[src/rtl/fifo_pkg.sv]
// Shared FIFO helpers: default depth and Gray/binary conversions used by
// both the write-side and read-side pointer blocks.
package fifo_pkg;

    localparam int unsigned FIFO_DEFAULT_DEPTH = 8;
    localparam int unsigned FIFO_CONV_WIDTH    = 32;

    // Binary to Gray: each bit XORed with its upper neighbour.
    function automatic logic [FIFO_CONV_WIDTH-1:0] bin2gray(input logic [FIFO_CONV_WIDTH-1:0] bin);
        return bin ^ (bin >> 1);
    endfunction

    // Gray to binary: running XOR from the MSB down; zero-extended inputs convert correctly.
    function automatic logic [FIFO_CONV_WIDTH-1:0] gray2bin(input logic [FIFO_CONV_WIDTH-1:0] gray);
        logic [FIFO_CONV_WIDTH-1:0] bin;
        bin = '0;
        bin[FIFO_CONV_WIDTH-1] = gray[FIFO_CONV_WIDTH-1];
        for (int i = FIFO_CONV_WIDTH - 2; i >= 0; i--) begin
            bin[i] = bin[i+1] ^ gray[i];
        end
        return bin;
    endfunction

endpackage

[src/rtl/gray_sync.sv]
// Multi-flop synchroniser for a Gray-coded pointer crossing into this clock domain.
// sync_nxt_o is the value the last flop will load on the next edge.
module gray_sync #(
    parameter int unsigned WIDTH       = 4,
    parameter int unsigned SYNC_STAGES = 2
) (
    input  logic             clk,
    input  logic             rst_n,
    input  logic [WIDTH-1:0] gray_i,
    output logic [WIDTH-1:0] sync_o,
    output logic [WIDTH-1:0] sync_nxt_o
);

    logic [WIDTH-1:0] stage_q [SYNC_STAGES];

    // Shift chain with synchronous active-low clear of every stage.
    always_ff @(posedge clk) begin
        if (!rst_n) begin
            for (int i = 0; i < int'(SYNC_STAGES); i++) begin
                stage_q[i] <= '0;
            end
        end else begin
            stage_q[0] <= gray_i;
            for (int i = 1; i < int'(SYNC_STAGES); i++) begin
                stage_q[i] <= stage_q[i-1];
            end
        end
    end

    assign sync_o     = stage_q[SYNC_STAGES-1];
    assign sync_nxt_o = stage_q[SYNC_STAGES-2];

endmodule

[src/rtl/write_ptr_ctrl.sv]
// Write-side pointer control for an async FIFO: binary/Gray write pointer,
// read-pointer synchroniser, storage write strobe and overflow pulse.
// Optional feature: define WRITE_PTR_ALMOST_FULL_EN to add a registered almost_full output.
module write_ptr_ctrl
    import fifo_pkg::*;
#(
    parameter int unsigned depth       = FIFO_DEFAULT_DEPTH,
    parameter int unsigned adr_width   = $clog2(depth),
    parameter int unsigned SYNC_STAGES = 2,
    parameter int unsigned AF_MARGIN   = 1
) (
    input  logic                 write_clk,
    input  logic                 write_rst_n,
    input  logic                 write_en,
    input  logic                 FIFO_full,
    input  logic [adr_width:0]   read_adr_gray,
    output logic [adr_width:0]   write_adr,
    output logic [adr_width:0]   write_adr_gray,
    output logic [adr_width:0]   read_adr,
    output logic                 mem_we,
    output logic [adr_width-1:0] mem_waddr,
    output logic                 overflow
`ifdef WRITE_PTR_ALMOST_FULL_EN
    ,
    output logic                 almost_full
`endif
);

    localparam int unsigned PW = adr_width + 1;

    logic          accept_c;
    logic [PW-1:0] write_adr_q;
    logic [PW-1:0] write_adr_d;
    logic [PW-1:0] write_adr_gray_q;
    logic          overflow_q;
    logic [PW-1:0] rd_gray_sync;
    logic [PW-1:0] rd_gray_nxt;

    // Accept term and next write pointer; no write is accepted while in reset.
    always_comb begin
        accept_c    = write_en && !FIFO_full && write_rst_n;
        write_adr_d = write_adr_q;
        if (accept_c) begin
            write_adr_d = write_adr_q + PW'(1);
        end
    end

    // Pointer registers; Gray form is registered from the next binary value.
    always_ff @(posedge write_clk) begin
        if (!write_rst_n) begin
            write_adr_q      <= '0;
            write_adr_gray_q <= '0;
            overflow_q       <= 1'b0;
        end else begin
            write_adr_q      <= write_adr_d;
            write_adr_gray_q <= PW'(bin2gray(FIFO_CONV_WIDTH'(write_adr_d)));
            overflow_q       <= write_en && FIFO_full;
        end
    end

    gray_sync #(
        .WIDTH       (PW),
        .SYNC_STAGES (SYNC_STAGES)
    ) u_rd_sync (
        .clk        (write_clk),
        .rst_n      (write_rst_n),
        .gray_i     (read_adr_gray),
        .sync_o     (rd_gray_sync),
        .sync_nxt_o (rd_gray_nxt)
    );

    assign write_adr      = write_adr_q;
    assign write_adr_gray = write_adr_gray_q;
    assign read_adr       = PW'(gray2bin(FIFO_CONV_WIDTH'(rd_gray_sync)));
    assign mem_we         = accept_c;
    assign mem_waddr      = write_adr_q[adr_width-1:0];
    assign overflow       = overflow_q;

`ifdef WRITE_PTR_ALMOST_FULL_EN
    logic [PW-1:0] fill_nxt_c;
    logic          almost_full_q;

    // Occupancy from next-state write and read pointers.
    always_comb begin
        fill_nxt_c = write_adr_d - PW'(gray2bin(FIFO_CONV_WIDTH'(rd_gray_nxt)));
    end

    // Registered almost-full flag.
    always_ff @(posedge write_clk) begin
        if (!write_rst_n) begin
            almost_full_q <= 1'b0;
        end else begin
            almost_full_q <= (FIFO_CONV_WIDTH'(fill_nxt_c) >= FIFO_CONV_WIDTH'(depth - AF_MARGIN));
        end
    end

    assign almost_full = almost_full_q;
`else
    logic unused_rd_gray_nxt;
    assign unused_rd_gray_nxt = ^rd_gray_nxt;
`endif

endmodule

[config.mk]
export PLATFORM = sky130hd
export DESIGN_NAME = write_ptr_ctrl
export DESIGN_NICKNAME = d
export VERILOG_FILES = /design/src/rtl/fifo_pkg.sv /design/src/rtl/gray_sync.sv /design/src/rtl/write_ptr_ctrl.sv
export SDC_FILE = /design/constraint.sdc
export NUM_CORES = 1
export LEC_CHECK = 0
export BUFFER_PORTS_ARGS = -buffer_cell sky130_fd_sc_hd__buf_2
export CORE_MARGIN = 2
export CORE_UTILIZATION = 35
export CTS_CLUSTER_SIZE = 10
export DETAILED_ROUTE_END_ITERATION = 12
export PLACE_DENSITY = 0.64
export SLEW_MARGIN = 40
export SYNTH_ARGS = -nofsm -noshare
export SYNTH_HDL_FRONTEND = slang
export SYNTH_SLANG_ARGS = --single-unit
[constraint.sdc]
create_clock -name write_clk -period 3.4 [get_ports write_clk]
set_input_delay 0.34 -clock write_clk [delete_from_list [all_inputs] [get_ports write_clk]]
set_output_delay 0.34 -clock write_clk [all_outputs]
set_load 0.01 [all_outputs]
# --- Word-level counts from Yosys, hierarchy flattened ---
# Memory sizes are Yosys's and may differ from the RTL's.
# Cells that the tools add are included.
classes:
  add_sub_neg: 1
  mul: 0
  div_mod_pow: 0
  n_lt_le_gt_ge: 0
  n_eq_ne: 0
  n_shift: 0
  mux: 5
  bitwise: 6
  reduce_logical: 4
ops:
  columns: ["op", "n"]
  rows:
  - ["$mux 4", 3]
  - ["$add 4x1->4 const B", 1]
  - ["$xor 4x3->4", 1]
  - ["$logic_and 1x1->1", 3]
  - ["$xor 1x1->1", 3]
  - ["$mux 1", 2]
  - ["$or 1x1->1", 2]
  - ["$logic_not 1->1", 1]
totals:
  register_bits: 9
  latchBits: 0
  mem_bits_rw: 8
  romBits: 0
  out_inout_bits: 17
  elab_cells: 20
  mem_count: 1
memory_table:
  columns: ["name", "words", "width", "read_ports", "rd_clocked_by_memory_dff", "wr", "line_no", "text"]
  rows:
  - ["u_rd_sync.stage_q", 2, 4, 2, 0, 2, "gray_sync.sv:14", "logic [WIDTH-1:0] stage_q [SYNC_STAGES];"]

# --- Longest topological paths before layout ---
# Gate-level depths: netlist (run 1).
logic_depth:
  depth_word: 5
  ltp_mapped: 4
  mapped_depth_nobuf: 4

# --- Hierarchy ---
# A second synthesis (run 1) with hierarchy kept.
hier_totals:
  hier_cells: 63
  area_unflattened_um2: 675.6
modules_own_cells:
  columns: ["mod", "instances", "cells_per_inst", "area_each_um2", "seq_area_each_um2"]
  rows:
  - ["write_ptr_ctrl", 1, 47, 465.4, 160.2]
  - ["gray_sync", 1, 16, 210.2, 160.2]

# --- Worst setup path before layout (run 1) ---
# OpenSTA, ideal clock, no wires.
synth_path:
  path_type: "register to output"
  start: "memory u_rd_sync.stage_q[1][3] (netlist: u_rd_sync.stage_q[0][7])"
  end: "output port read_adr[0]"
  arrival_time_ns: 1.216
  t_required_ns: 3.060
  slack_ns: 1.844
  stages_incl_launch_ff: 4
  path_buffers: 0
  cell_sequence: "dfxtp_1 xor2_1 xor2_1 xor2_1"
synth_lines:
  columns: ["element", "line_no", "text"]
  rows:
  - ["from (decl)", "gray_sync.sv:14", null]
  - ["to (decl)", "write_ptr_ctrl.sv:19", "output logic [adr_width:0] read_adr,"]

==> impl_metrics.yaml, run 1 <==
run_status:
  status: "finished clean"
synth:
  synth.avg_cell_area_um2: 10.5
  syn-cell-area_um2: 683
  yosysSeqAreaShare_pct: 46.9
  syn-instance-count: 65
  synth_cell_types: 21
  yosysWarnings: 0
  syn_nets: 74
  ys_seq_elements: 16
floorplan:
  rows: 15
  io_pins: 25
  dieHeight_um: 48.2
  die_area_um2: 2320
  initial_utilization_pct: 38.3
  fp.dieW_um: 48.2
  core_area_um2: 1780
cts:
  post_cts_buffers: 0
  clk_pin_slew_ns: 0.09
  cts_tree: "yes"
  post_cts_resized: 0
  ctsHtreeMaxLevel: 1
  cts_buffers: 3
  root_buffer: "clkbuf_4"
  clock_latency_ns: 0.28
  hold_buffers: 0
  clk_path_buf_depth: 2
  clock_sinks: 16
critical_path:
  cp_slowest_stage_delay_ns: 0.34
  end_kind: "output port"
  critPathSlowestCell: "dfxtp_1"
  ff2ff_path_depth: 4
  r2r-end: "write_adr_gray[1]"
  worstPathArrival_ns: 1.34
  cp_cell_sequence: "xor2_1 -> xor2_1 -> xor2_1 -> buf_2"
  path_common_cell: "xor2_1"
  worstPathMaxFanout: 2
  r2r_slack_ns: 2.06
  start_kind: "flop"
  path_class: "flop to output port"
  worst-endpoint-required_ns: 3.06
  r2r-start: "write_adr[0]"
cells_and_area:
  num_antenna_cells: 0
  syn_to_final_growth_pct: 19.8
  nets: 96
  multi_input_area_um2: 299
  drive_gt1_share_pct: 33.7
  fillers: 174
  regArea_um2: 320
  final_cells: 111
  final_area_um2: 818
timing:
  final.period_utilization_pct: 49.4
  fin_worst_skew_ns: 0.00312
  fin_tns_setup_ns: 0
  worst_pin_slew_ns: 0.270
  fmax_ghz: 0.595
  fin_crit_ns: 1.68
  final_max_slew_viol_count: 0
  hold_viol_final: 0
  slew-limit-headroom_pct: 82.0
  setup_viol: 0
  rsz0062_at_grt: "false"
drt:
  vias: 478
  vias_per_cell: 4.31
  initialDrtViolationCount: 2
  drcViolationCount: 0
  firstDrtPassIters: 4
  drt-total-wl_mm: 1.04
  wl_per_cell_um: 9.37
  ant_nets: 0
place:
  place_area_um2: 782
  port_buffers: 24
  dp.cells: 107
  gp_congestion: 0.726
  dp_hpwl_um: 785
global_routing:
  grt_pass1_wl_mm: 1.59
  grt_pass1_vias: 384
  grt_max_degree: 19
  grt-ovfl-total: 0
  antenna_found_initial: 0
  track_usage_pct: 10.7
pwr:
  p_leak_nw: 0.481
  p_total_mw: 0.357
  vdd_drop_max_mv: 0.195
  powerDensity_nw_per_um2: 436
worst_hold_path:
  hold_end: "u_rd_sync.stage_q[0][3]"
  min_path_cells: 2
  min_from: "read_adr_gray[3]"
  min_path_type: "input pin to flop"
job:
  maxCapViolations: 0
[cell usage after synthesis]
cell,number,area [µm²]
nand2_1,3,11.3
nand3b_4,1,20.0
nand3_1,1,5.00
ha_1,1,12.5
and4b_1,1,10.0
inv_1,3,11.3
xor2_1,6,52.6
and2_1,8,50.1
or2b_1,2,15.0
or3_1,1,6.26
o21ai_0,1,5.00
buf_6,1,11.3
mux2i_1,7,70.1
nor2_1,3,11.3
a21oi_1,1,5.00
xnor2_1,1,8.76
clkbuf_1,1,3.75
nor4bb_1,1,10.0
dfxtp_1,16,320
buf_4,5,37.5
and3_1,1,6.26
[power breakdown]
part / switching (mW) / leakage (nW) / total, mW / internal, mW
registers: 0.00302 / 0.131 / 0.197 / 0.194
clock network: 0.0584 / 0.0210 / 0.123 / 0.0651
logic: 0.0183 / 0.329 / 0.0363 / 0.0180
[final cells by class]
| cell class | count | area share (%) |
|---|---|---|
| sequential | 16 | 39.1 |
| timing repair buffer | 24 | 14.7 |
| inverter | 3 | 1.38 |
| tap | 25 | 3.82 |
| multi-input combinational | 39 | 36.5 |
| clock buffer | 4 | 4.43 |
[worst max path at each step]
stage | start | slack [ns] | cells past startpoint | endpoint
floorplan | u_rd_sync.stage_q[0][7] | 1.84 | 3 | read_adr[0]
global placement | u_rd_sync.stage_q[0][7] | 2.06 | 4 | read_adr[0]
detailed placement | u_rd_sync.stage_q[0][7] | 2.01 | 4 | read_adr[0]
CTS | u_rd_sync.stage_q[0][7] | 1.69 | 4 | read_adr[0]
global route | u_rd_sync.stage_q[0][7] | 1.60 | 4 | read_adr[0]
finish | u_rd_sync.stage_q[0][7] | 1.72 | 4 | read_adr[0]
[stage by stage]
| step | setup slack (ns) | hold WS [ns] | utilization, % |
|---|---|---|---|
| 2_1_floorplan | 1.84 | 0.412 | - |
| 3_3_place_gp | 2.06 | 0.418 | 43.9 |
| 3_5_place_dp | 2.01 | 0.421 | 43.9 |
| 4_1_cts | 1.69 | 0.250 | 45.9 |
| 5_1_grt | 1.60 | 0.248 | 45.9 |
| 6_report | 1.72 | 0.258 | 45.9 |
[cells in the final DEF (no fill, tap or decap)]
cell | Yosys | routed
buf_2 | 0 | 24
dfxtp_1 | 16 | 16
and2_1 | 8 | 8
mux2i_1 | 7 | 7
xor2_1 | 6 | 6
inv_1 | 3 | 3
nor2_1 | 3 | 3
nand2_1 | 3 | 3
clkbuf_4 | 0 | 3
or2b_1 | 2 | 2
nand3b_4 | 1 | 1
nor4bb_1 | 1 | 1
and4b_1 | 1 | 1
nand3_1 | 1 | 1
o21ai_0 | 1 | 1
or3_1 | 1 | 1
a21oi_1 | 1 | 1
xnor2_1 | 1 | 1
and3_1 | 1 | 1
ha_1 | 1 | 1
clkbuf_8 | 0 | 1
[worst max-delay path: cells and delay by family (launching register included)]
family	cells	cell delay (ns)
XOR/XNOR	3	0.58
flip-flops	1	0.34
buffers and inverters	1	0.14
[flip-flops by register name (all words and copies together) (netlist names)]
register / count
overflow: 1
u_rd_sync.stage_q: 8
write_adr: 4
write_adr_gray: 3
[routing by layer]
| metal | GRT usage (%) | part of all wire (%) |
|---|---|---|
| met4 | 11.4 | 4.1 |
| met5 | 0 | 0 |
| met2 | 15.0 | 43 |
| met1 | 12.8 | 49 |
| met3 | 2.22 | 4.1 |
[cell families after synthesis]
kind of cell	after synthesis	synth area share [%]
and+or+nand+nor	22	21.2
DFF	16	46.9
buffers and inverters	10	9.34
xor gates and xnor gates	7	8.97
muxes	7	10.3
AOI/OAI and AO/OA	2	1.46
adders and majority gates	1	1.83
(Power assumes the default switching activity.)
==> run 2: changes to the inputs <==
--- a/config.mk
+++ b/config.mk
@@ -5,6 +5,7 @@
 export SDC_FILE = /design/constraint.sdc
 export NUM_CORES = 1
 export LEC_CHECK = 0
+export ABC_AREA = 1
 export BUFFER_PORTS_ARGS = -buffer_cell sky130_fd_sc_hd__buf_2
 export CORE_MARGIN = 2
 export CORE_UTILIZATION = 35
==> constraint.sdc (replaced) <==
create_clock -name write_clk -period 1.6 [get_ports write_clk]
set_input_delay 0.16 -clock write_clk [delete_from_list [all_inputs] [get_ports write_clk]]
set_output_delay 0.16 -clock write_clk [all_outputs]
set_load 0.01 [all_outputs]
==> run 2 against run 1 <==
Against the previous run:
- non-clock buffer count unchanged
- sequential power up 120%
- worst setup slack worse by 1.5 ns
==> impl_metrics.yaml, run 2 <==
run_status:
  status: "finished clean"
cts:
  clock_latency_ns: 0.29
  clk_path_buf_depth: 2
  ctsHtreeMaxLevel: 1
  clock_sinks: 16
  post_cts_buffers: 0
  cts_buffers: 3
  root_buffer: "clkbuf_4"
  clk_pin_slew_ns: 0.09
  cts_tree: "yes"
  post_cts_resized: 0
  hold_buffers: 0
synth:
  synth_flop_cell: "dfxtp_1"
  ys_seq_elements: 16
  syn_nets: 99
  async_reset_ff_share_pct: 0
  yosysMostFrequentCell: "nand2_1"
  yosys.area.top_type: "dfxtp_1"
  synth_edf_count: 0
  synth_common_cells: "nand2_1, inv_1, dfxtp_1"
  synth.avg_cell_area_um2: 7.63
  syn-instance-count: 90
  synth_cell_types: 16
  yosysWarnings: 0
  syn-cell-area_um2: 687
  synth_area_leaders: "dfxtp_1, nand2_1, inv_1, buf_4, nor2_1"
  synth_top_area_share_pct: 46.6
  yosysSeqAreaShare_pct: 46.6
cells_and_area:
  syn_to_final_growth_pct: 19.5
  final_cells: 139
  final_common_cell: "nand2_1"
  final_cell_mix: "nand2_1, buf_2, inv_1"
  nets: 122
  largest_reg_flops: 8
  drive_gt1_share_pct: 32.1
  num_antenna_cells: 0
  fillers: 204
  largest_register: "u_rd_sync.stage_q"
pwr:
  switching_share_pct: 24.2
  p_leak_nw: 0.499
  vdd_drop_max_mv: 0.296
  powerDensity_nw_per_um2: 952
  pwr-share-seq_pct: 54.3
  internal_power_mw: 0.592
  p_switching_mw: 0.189
  power_frac_comb_pct: 11.7
  p_clk_share_pct: 34.0
  p_total_mw: 0.781
timing:
  final_max_slew_viol_count: 0
  fin_crit_ns: 1.43
  slew-limit-headroom_pct: 83.7
  worst_pin_slew_ns: 0.243
  fin_worst_skew_ns: 0.00256
  rsz0062_at_grt: "false"
  fmax_ghz: 0.701
  fin_tns_setup_ns: 0
  setup_viol: 0
  hold_viol_final: 0
  final.period_utilization_pct: 89.2
  final.setup.worst_slack_ns: 0.173
floorplan:
  die_area_um2: 2330
  initial_utilization_pct: 36.1
  fp.dieW_um: 48.3
  core_area_um2: 1900
  rows: 16
  io_pins: 25
  dieHeight_um: 48.3
critical_path:
  cp_top_family: "XOR/XNOR gates"
  cp_cell_sequence: "inv_1 -> nand2_1 -> nand2_1 -> xor2_1 -> xor2_1 -> buf_2"
  ff2ff_path_depth: 6
  r2r-end: "write_adr_gray[0]"
  worstPathArrival_ns: 1.27
  r2r_slack_ns: 0.38
  worst-endpoint-required_ns: 1.44
  crit_buf_inv: 2
  end_kind: "output port"
  cp_slowest_stage_delay_ns: 0.32
  path_depth: 6
  path_class: "flop to output port"
  worstPathMaxFanout: 3
  start_kind: "flop"
  r2r-start: "write_adr[1]"
  critPathSlowestCell: "dfxtp_1"
worst_hold_path:
  min_from: "read_adr_gray[3]"
  hold_end: "u_rd_sync.stage_q[0][3]"
  min_path_cells: 3
  min_path_type: "input pin to flop"
global_routing:
  grtUsageMet3_pct: 3.09
  track_usage_pct: 9.93
  grt-ovfl-total: 0
  use_met1_pct: 12.5
  grt_max_degree: 15
  grt_pass1_vias: 435
  grtUsageMet2_pct: 13.4
  grt_pass1_wl_mm: 1.75
  antenna_found_initial: 0
  top_usage_layer: "met2"
drt:
  initialDrtViolationCount: 1
  firstDrtPassIters: 2
  drcViolationCount: 0
  vias_per_cell: 3.95
  drt-total-wl_mm: 1.09
  wl_per_cell_um: 7.83
  ant_nets: 0
  vias: 549
place:
  dp_hpwl_um: 840
  dp.cells: 135
  post-place-ws_ns: 0.412
  gp_congestion: 0.847
  port_buffers: 24
job:
  maxCapViolations: 0
[run 2: cell count changes after synthesis, sizes merged, moves of 2 or more]
cell,before,now
nand2,3,31
xor2,6,3
inv,3,19
nor2,3,9
and2,8,0
mux2i,7,0
or2b,2,0
[run 2: how the worst max path moves through the flow]
stage,startpoint,endpoint,slack [ns]
after floorplan,u_rd_sync.stage_q[0][7],read_adr[0],0.36
after global placement,write_adr[1],write_adr_gray[1],0.41
after detailed placement,write_adr[1],write_adr_gray[0],0.41
after CTS,u_rd_sync.stage_q[0][7],read_adr[0],0.16
after global routing,u_rd_sync.stage_q[0][6],read_adr[0],0.04
final,u_rd_sync.stage_q[0][7],read_adr[0],0.17
[run 2: power by group through the flow]
stage               logic, mW  registers, mW  clock network [mW]
finish                 0.0916          0.424               0.266
global route            0.103          0.426               0.291
CTS                    0.0923          0.424               0.271
detailed placement     0.0919          0.434                   0
global placement       0.0907          0.433                   0
floorplan              0.0589          0.437                   0
[run 2: worst min-delay path, stage by stage]
cell	delay [ns]
buf_2	0.07
nand2_1	0.04
inv_1	0.04
[run 2: per-layer routing]
metal | up-vias | part of all wire [%]
met4 | 0 | 4.3
met3 | 5 | 4.6
met1 | 233 | 46
met2 | 15 | 45
li1 | 296 | -
met5 | - | 0
[run 2: stage by stage]
step | area, µm² | util (%) | hold WS, ns
after floorplan | 687 | - | 0.258
after global placement | 785 | 41.3 | 0.341
after detailed placement | 785 | 41.3 | 0.347
after CTS | 821 | 43.2 | 0.0466
after global routing | 821 | 43.2 | 0.0518
final | 821 | 43.2 | 0.0499
[run 2: cells by family after synthesis]
group	share of synthesized area, %
and+or+nand+nor	26.6
AOI/OAI and AO/OA	2.55
buffers and inverters	18.6
adders and majority gates	1.82
xor gates and xnor gates	3.83
DFF	46.6
[run 2: layout make-up]
cell class / count / area, µm² / area share, %
flip-flops and latches: 16 / 320 / 39.0
multi-input cells: 49 / 239 / 29.1
repair buffers: 24 / 120 / 14.6
inverters: 19 / 71.3 / 8.69
clock buffers: 4 / 36.3 / 4.42
well taps: 27 / 33.8 / 4.12
==> run 3: changes to the inputs <==
--- a/config.mk
+++ b/config.mk
@@ -7,11 +7,12 @@
 export LEC_CHECK = 0
 export ABC_AREA = 1
 export BUFFER_PORTS_ARGS = -buffer_cell sky130_fd_sc_hd__buf_2
+export CAP_MARGIN = 20
 export CORE_MARGIN = 2
-export CORE_UTILIZATION = 35
+export CORE_UTILIZATION = 45
 export CTS_CLUSTER_SIZE = 10
 export DETAILED_ROUTE_END_ITERATION = 12
-export PLACE_DENSITY = 0.64
+export PLACE_DENSITY = 0.78
 export SLEW_MARGIN = 40
 export SYNTH_ARGS = -nofsm -noshare
 export SYNTH_HDL_FRONTEND = slang
==> run 3 against run 2 <==
Against the previous run:
- clock power is essentially flat
- largest power group unchanged
- cell count down 7.9%
- sequential power barely moved
- die area decreased by 20%
- routed wire length up 2.5%
- core utilization increased by 12 points
- via count fell by 3.6%
- non-clock buffer count stayed put
- largest cell class unchanged
- flip-flop and latch count did not move
- critical endpoint unchanged
==> impl_metrics.yaml, run 3 (synthesis results as in run 2) <==
timing:
  setup_viol: 0
  fmax_ghz: 0.695
  final.setup.worst_slack_ns: 0.161
  worst_pin_slew_ns: 0.260
  final.period_utilization_pct: 89.9
  fin_worst_skew_ns: 0.00712
  slew-limit-headroom_pct: 82.6
  fin_crit_ns: 1.44
  final_max_slew_viol_count: 0
  hold_viol_final: 0
  fin_tns_setup_ns: 0
  rsz0062_at_grt: "false"
place:
  place_area_um2: 771
  post-place-ws_ns: 0.424
  port_buffers: 24
  dp.cells: 124
  dp_hpwl_um: 845
  gp_congestion: 0.781
cts:
  post_cts_buffers: 0
  ctsHtreeMaxLevel: 1
  clk_pin_slew_ns: 0.09
  cts_tree: "yes"
  cts_buffers: 3
  clk_path_buf_depth: 2
  post_cts_resized: 0
  root_buffer: "clkbuf_4"
  clock_sinks: 16
  clock_latency_ns: 0.29
  hold_buffers: 0
critical_path:
  worstPathArrival_ns: 1.28
  worstPathMaxFanout: 2
  cp_slowest_stage_delay_ns: 0.33
  worst-endpoint-required_ns: 1.44
  cp_cell_sequence: "inv_1 -> nand2_1 -> nand2_1 -> xor2_1 -> xor2_1 -> buf_2"
  r2r-start: "write_adr[0]"
  ff2ff_path_depth: 6
  start_kind: "flop"
  path_class: "flop to output port"
  end_kind: "output port"
  r2r-end: "write_adr_gray[0]"
  r2r_slack_ns: 0.39
  critPathSlowestCell: "dfxtp_1"
floorplan:
  io_pins: 25
  rows: 14
  fp.dieW_um: 43.1
  core_area_um2: 1470
  dieHeight_um: 43.1
  initial_utilization_pct: 46.7
  die_area_um2: 1860
drt:
  vias: 529
  dr_wl_met3_um: 25
  drcViolationCount: 0
  wl_met1_um: 493
  vias_per_cell: 4.13
  ant_nets: 0
  drt-total-wl_mm: 1.12
  wl_per_cell_um: 8.71
  routed.top_layer: "met4"
  firstDrtPassIters: 4
  wl_met2_um: 574
  initialDrtViolationCount: 10
cells_and_area:
  nets: 122
  num_antenna_cells: 0
  final_area_um2: 807
  syn_to_final_growth_pct: 17.5
  final_cells: 128
  drive_gt1_share_pct: 32.1
  utilization_pct: 54.8
  largest_register: "u_rd_sync.stage_q"
  final_cell_mix: "nand2_1, buf_2, inv_1"
  largest_reg_flops: 8
  fillers: 145
  final_common_cell: "nand2_1"
global_routing:
  grt_max_degree: 15
  track_usage_pct: 13.0
  grt_pass1_wl_mm: 1.76
  grt_pass1_vias: 432
  antenna_found_initial: 0
  grt-ovfl-total: 0
pwr:
  p_leak_nw: 0.499
  vdd_drop_max_mv: 0.520
  powerDensity_nw_per_um2: 968
worst_hold_path:
  min_path_cells: 3
  min_path_type: "input pin to flop"
  hold_end: "u_rd_sync.stage_q[0][1]"
  min_from: "read_adr_gray[1]"
job:
  maxCapViolations: 0
run_status:
  status: "finished clean"
run 3: cell counts in the layout (fill, tap and decap cells not counted):
Identical to the previous run, type by type.
run 3: power by group:
part | total, mW | internal (mW) | switching (mW)
clock network | 0.266 | 0.139 | 0.127
registers | 0.424 | 0.416 | 0.00762
logic | 0.0920 | 0.0372 | 0.0547
run 3: worst max path at each step:
stage                                  startpoint                end  cells after the start
after global routing      u_rd_sync.stage_q[0][6]        read_adr[0]                      6
after CTS                 u_rd_sync.stage_q[0][6]        read_adr[0]                      6
after floorplan           u_rd_sync.stage_q[0][7]        read_adr[0]                      5
after detailed placement             write_adr[0]  write_adr_gray[0]                      6
final                     u_rd_sync.stage_q[0][6]        read_adr[0]                      6
after global placement               write_adr[0]  write_adr_gray[2]                     10
run 3: per-stage QoR:
step	hold WS (ns)	power (mW)
4_1_cts	0.0414	0.794
5_1_grt	0.0547	0.815
3_5_place_dp	0.345	0.526
3_3_place_gp	0.341	0.522
6_report	0.0488	0.782
2_1_floorplan	0.258	0.496
run 3: final cells by class:
class                   instances  area, µm²  area share (%)
multi-input cells              49        239            29.6
clock buffers                   4       36.3            4.50
inverters                      19       71.3            8.84
well taps                      16       20.0            2.48
repair buffers                 24        120            14.9
flip-flops and latches         16        320            39.7
run 3: layer usage:
layer	GRT usage (%)	vias up
met5	0	-
met4	9.09	0
met3	2.55	2
met2	21.8	9
met1	14.5	222
li1	-	296
run 3: critical path: cells and delay by family (launching register included):
kind | cells | cell delay [ns]
xor gates and xnor gates | 2 | 0.35
buffers and inverters | 2 | 0.19
DFF | 1 | 0.33
and+or+nand+nor | 2 | 0.13
